==> src/rtl/htd_down_if.sv <==
// Handshake/bus bundle for the 3-digit BCD down-counter: load/enable/value in, count and status out.
interface htd_down_if;
   logic       load;
   logic       en;
   logic [3:0] d_hun;
   logic [3:0] d_tens;
   logic [3:0] d_units;
   logic [3:0] hun;
   logic [3:0] tens;
   logic [3:0] units;
   logic       busy;
   logic       zero;
   logic       done;
   logic       err;

   modport master (
      output load, en, d_hun, d_tens, d_units,
      input  hun, tens, units, busy, zero, done, err
   );

   modport slave (
      input  load, en, d_hun, d_tens, d_units,
      output hun, tens, units, busy, zero, done, err
   );
endinterface

==> src/rtl/htd_down.sv <==
// 3-digit BCD down-counter (999..000) with IDLE/RUN/EXPIRED control, optional wrap to 999,
// one-cycle done pulse on reaching 000 by decrement and a sticky invalid-load flag.
module htd_down #(
   parameter bit WRAP = 1'b0
) (
   input  logic        clk,
   input  logic        rst,
   htd_down_if.slave   bus
);

   typedef enum logic [1:0] {
      IDLE,
      RUN,
      EXPIRED
   } state_t;

   state_t     state;
   logic [3:0] hun_q;
   logic [3:0] tens_q;
   logic [3:0] units_q;
   logic       busy_q;
   logic       done_q;
   logic       err_q;

   logic       load_valid;
   logic       load_zero;
   logic       borrow_units;
   logic       borrow_tens;
   logic [3:0] dec_hun;
   logic [3:0] dec_tens;
   logic [3:0] dec_units;
   logic       dec_to_zero;

   function automatic logic [3:0] dec_digit(input logic [3:0] d);
      return (d == 4'd0) ? 4'd9 : d - 4'd1;
   endfunction

   // Borrow ripples units -> tens -> hundreds only through digits that are already 0.
   always_comb begin
      load_valid   = (bus.d_hun <= 4'd9) && (bus.d_tens <= 4'd9) && (bus.d_units <= 4'd9);
      load_zero    = (bus.d_hun == 4'd0) && (bus.d_tens == 4'd0) && (bus.d_units == 4'd0);
      borrow_units = (units_q == 4'd0);
      borrow_tens  = borrow_units && (tens_q == 4'd0);
      dec_units    = dec_digit(units_q);
      dec_tens     = borrow_units ? dec_digit(tens_q) : tens_q;
      dec_hun      = borrow_tens ? dec_digit(hun_q) : hun_q;
      dec_to_zero  = (dec_hun == 4'd0) && (dec_tens == 4'd0) && (dec_units == 4'd0);
   end

   always_ff @(posedge clk or negedge rst) begin
      if (!rst) begin
         state   <= IDLE;
         hun_q   <= 4'd0;
         tens_q  <= 4'd0;
         units_q <= 4'd0;
         busy_q  <= 1'b0;
         done_q  <= 1'b0;
         err_q   <= 1'b0;
      end else begin
         done_q <= 1'b0;
         if (bus.load) begin
            if (load_valid) begin
               hun_q   <= bus.d_hun;
               tens_q  <= bus.d_tens;
               units_q <= bus.d_units;
               err_q   <= 1'b0;
               if (load_zero && !WRAP) begin
                  state  <= EXPIRED;
                  busy_q <= 1'b0;
               end else begin
                  state  <= RUN;
                  busy_q <= 1'b1;
               end
            end else begin
               err_q <= 1'b1;
            end
         end else if ((state == RUN) && bus.en) begin
            hun_q   <= dec_hun;
            tens_q  <= dec_tens;
            units_q <= dec_units;
            if (dec_to_zero) begin
               done_q <= 1'b1;
               if (!WRAP) begin
                  state  <= EXPIRED;
                  busy_q <= 1'b0;
               end
            end
         end
      end
   end

   assign bus.hun   = hun_q;
   assign bus.tens  = tens_q;
   assign bus.units = units_q;
   assign bus.busy  = busy_q;
   assign bus.done  = done_q;
   assign bus.err   = err_q;
   assign bus.zero  = (hun_q == 4'd0) && (tens_q == 4'd0) && (units_q == 4'd0);

endmodule

==> src/flat_wrapper.sv <==
// flat-port wrapper written by rule: the top's interface ports become plain ports
module htd_down_flat 
#(
   parameter bit WRAP = 1'b0
)
  (clk, rst, bus_load, bus_en, bus_d_hun, bus_d_tens, bus_d_units, bus_hun, bus_tens, bus_units, bus_busy, bus_zero, bus_done, bus_err);
  htd_down_if bus_i ();
  input  logic clk;
  input  logic rst;
  input wire logic [$bits(bus_i.load)-1:0] bus_load;
  input wire logic [$bits(bus_i.en)-1:0] bus_en;
  input wire logic [$bits(bus_i.d_hun)-1:0] bus_d_hun;
  input wire logic [$bits(bus_i.d_tens)-1:0] bus_d_tens;
  input wire logic [$bits(bus_i.d_units)-1:0] bus_d_units;
  output wire logic [$bits(bus_i.hun)-1:0] bus_hun;
  output wire logic [$bits(bus_i.tens)-1:0] bus_tens;
  output wire logic [$bits(bus_i.units)-1:0] bus_units;
  output wire logic [$bits(bus_i.busy)-1:0] bus_busy;
  output wire logic [$bits(bus_i.zero)-1:0] bus_zero;
  output wire logic [$bits(bus_i.done)-1:0] bus_done;
  output wire logic [$bits(bus_i.err)-1:0] bus_err;
  assign bus_i.load = bus_load;
  assign bus_i.en = bus_en;
  assign bus_i.d_hun = bus_d_hun;
  assign bus_i.d_tens = bus_d_tens;
  assign bus_i.d_units = bus_d_units;
  assign bus_hun = bus_i.hun;
  assign bus_tens = bus_i.tens;
  assign bus_units = bus_i.units;
  assign bus_busy = bus_i.busy;
  assign bus_zero = bus_i.zero;
  assign bus_done = bus_i.done;
  assign bus_err = bus_i.err;
  htd_down #(.WRAP(WRAP)) u_core (.clk(clk), .rst(rst), .bus(bus_i));
endmodule
==> config.mk <==
export PLATFORM = sky130hd
export DESIGN_NAME = htd_down_flat
export DESIGN_NICKNAME = d
export VERILOG_FILES = /design/src/rtl/htd_down_if.sv /design/src/rtl/htd_down.sv /design/src/flat_wrapper.sv
export SDC_FILE = /design/constraint.sdc
export NUM_CORES = 1
export LEC_CHECK = 0
export BUFFER_PORTS_ARGS = -buffer_cell sky130_fd_sc_hd__buf_2
export CAP_MARGIN = 20
export CORE_ASPECT_RATIO = 1.75
export CORE_MARGIN = 1.5
export CORE_UTILIZATION = 45
export DETAILED_ROUTE_END_ITERATION = 8
export PLACE_DENSITY = 0.74
export SLEW_MARGIN = 30
export SYNTH_ARGS = -nofsm -noshare
export SYNTH_HDL_FRONTEND = slang
export SYNTH_SLANG_ARGS = --single-unit
==> constraint.sdc <==
create_clock -name clk -period 1.5 [get_ports clk]
set_input_delay 0.15 -clock clk [delete_from_list [all_inputs] [get_ports clk]]
set_output_delay 0.15 -clock clk [all_outputs]
set_load 0.1 [all_outputs]
==> run summary <==
status = complete, but fails checks
failing checks = setup timing
DRT iter0 DRCs = 71
largest net degree at the start of global routing = 17
Pwr Density = 1930 nW/um2
final-report max-slew violation count = 0
Final period util = 126%
Worst Setup SP = u_core.bus.units[3]$_DFFE_PN0P_
Cell variety after synth = 41
IO Port Bufs = 31
Gate Count Post-Synth = 120
largest cells by area after synthesis = dfrtp_1 (38%), nand3_1 (5.3%), mux2i_1 (4.8%)
area occupied by registers = 432 um2
antenna cell count = 0
Die Y = 66.9 um
Synth async-reset ratio = 100%
Hold Path Class = in -> reg
layout cell share with drive strength beyond 1 = 57.7%
global-route wire length before repair = 5890 um
syn nets = 136
worst-margin pin slew = 0.488 ns
GRT Total Usage = 32.7%
DRT Pass-1 Iters = 5
Final Power = 3350 uW
gpl congestion = 0.942
HPWL after detailed placement = 2760 um
Syn-to-layout area delta = 65.0%
routed wire length = 3930 um
drt wl/cell = 19.0 um
worst endpoint required time = 1.35 ns
EDFF count, synth = 0
max cap viols = 0
Num Clock Sinks = 16
worst r2r src = u_core.bus.units[3]$_DFFE_PN0P_
clock latency at the later pin of the worst-skew pair = 0.25 ns
DIE WIDTH = 39.5 um
Max Fclk = 0.528 GHz
Setup crit end kind = primary output
Core Rows = 23
CTS tree = yes
Leak = 0.000735 uW
Vias per Instance = 6.43
CTS clk-pin slew, worst paths = 0.06 ns
maximum VDD drop = 1990 uV
Period minus WS final = 1.89 ns
Die ar. = 2640 um2
Final ANT Viol Nets = 0
Worst Setup Start Kind = flop
unrepaired setup endpoints after global routing = true
number of global-route vias before repair = 1264
Worst Setup Slack, final = -0.392 ns
Starting Density = 46.7%
CP Max Fanout = 3
Setup Crit Path Kind = reg -> out
Slew HR = 67.7%
CTS max path bufs = 2
vias after detailed routing = 1331
initial antenna violation count = 0
path depth of the worst reg2reg path = 4
CTS H-tree lvls = 1
Fin. Hold Viols = 0
Final setup viols = 10
Worst Skew = 0.00231 ns
Mapped Area = 1050 um2
worst reg2reg path endpoint = u_core.bus.tens[3]$_DFFE_PN0P_
multi-input combinational cell area = 748 um2
Residual DRC = 0
Most used DFF post-synth = dfrtp_1
register-to-register path setup slack = -0.36 ns
warnings from Yosys = 0
critical path endpoint = bus_zero
post-synth top area share = 38.2%
# IOs = 32
post-synthesis sequential area ratio = 38.2%
Setup TNS Final = -2.20 ns
clock root buffer = clkbuf_8
Core Region = 2240 um2
Yosys reg bits = 16
CTS Buf Count = 3
NumNets Final = 199
most area-hungry cell type in the Yosys netlist = dfrtp_1
overall overflow remaining after global route = 0
Layout fillers = 152
Avg Synthesized Cell Area = 8.74 um2
Arrival @ worst endpoint = 1.74 ns
[worst max-delay path, cell delays in order (launching register included)]
cell and delay [ns]:
dfrtp_4 0.50, nor4_4 0.39, nand3_2 0.18, nor3_4 0.22
buf_12 0.20
[cell type report]
cell class / count / share of cell area, %
repair buffers: 64 / 26.2
multi-input cells: 95 / 43.2
inverters: 3 / 0.651
flip-flops and latches: 16 / 24.9
clock buffers: 4 / 3.18
well taps: 25 / 1.81
[logic make-up after synthesis]
family	count (synthesis)	synth area share [%]
muxes	6	5.85
and+or+nand+nor	62	33.5
DFF	16	38.2
AOI/OAI and AO/OA	27	18.4
buffers and inverters	9	4.06
[timing repair]
| item | 4_1_cts | 5_1_grt |
|---|---|---|
| pin swaps | 12 | 10 |
| hold endpoints to repair | 16 | 0 |
| setup endpoints to repair | 12 | 15 |
| buffers inserted | 4 | 1 |
| resized for setup | 16 | 12 |
| hold buffers | 1 | 0 |
[power breakdown]
part           internal (uW)  switching (uW)
registers                595             143
logic                    692            1530
clock network            233             156
total                   1520            1830
[cells in the mapped netlist, types with 3 or more instances]
cell / number
dfrtp_1: 16
nor2_1: 12
nand2_1: 11
nand3_1: 11
nor3_1: 6
nor4_1: 6
mux2i_1: 5
o21ai_0: 5
clkbuf_1: 4
nand4_1: 3
o211ai_1: 3
[through the flow]
| step | std cells | utilization [%] | area [um2] | setup slack (ns) | hold slack [ns] |
|---|---|---|---|---|---|
| after detailed placement | 199 | 67.9 | 1530 | -0.289 | 0.0869 |
| final | 207 | 77.1 | 1730 | -0.392 | 0.154 |
| after global placement | 199 | 67.9 | 1530 | -0.179 | 0.0830 |
| after floorplan | 120 | - | 1120 | -0.686 | -0.146 |
| after CTS | 207 | 74.6 | 1670 | -0.379 | 0.160 |
| after global routing | 207 | 77.1 | 1730 | -0.469 | 0.180 |
[worst min-delay path by stage]
stage / from / endpoint / cells past startpoint
final: bus_d_units[2] / u_core.bus.units[2]$_DFFE_PN0P_ / 3
after global routing: bus_d_units[1] / u_core.bus.units[1]$_DFFE_PN0P_ / 3
after CTS: bus_d_units[2] / u_core.bus.units[2]$_DFFE_PN0P_ / 3
after detailed placement: rst / u_core.bus.done$_DFF_PN0_ / 1
after global placement: rst / u_core.bus.done$_DFF_PN0_ / 1
after floorplan: rst / u_core.bus.done$_DFF_PN0_ / 0
[layer usage]
metal / GRT usage (%) / part of all wire [%]
met5: 0 / 0
met4: 14.2 / 3.7
met3: 3.67 / 6.0
met2: 57.4 / 53
met1: 37.1 / 37
[placed cells by master (no fill, tap or decap), types with 3 or more instances in the layout]
cell / count
buf_2: 28
buf_4: 28
buf_6: 4
clkbuf_8: 4
dfrtp_1: 3
dfrtp_2: 7
dfrtp_4: 6
mux2i_1: 5
nand2_1: 10
nand3_1: 7
nand3_2: 4
nand4_1: 3
nor2_1: 10
nor3_1: 4
nor4_1: 3
nor4_4: 4
o211ai_1: 3
o21ai_0: 3
o21ai_1: 4
[state kept, by name, indices dropped and copies added, names as in the netlist]
name,cells
u_core.state,1
u_core.bus.done,1
u_core.bus.busy,1
u_core.bus.tens,4
u_core.bus.hun,4
u_core.bus.units,4
u_core.bus.err,1
Power figures use the tool's default switching activity.
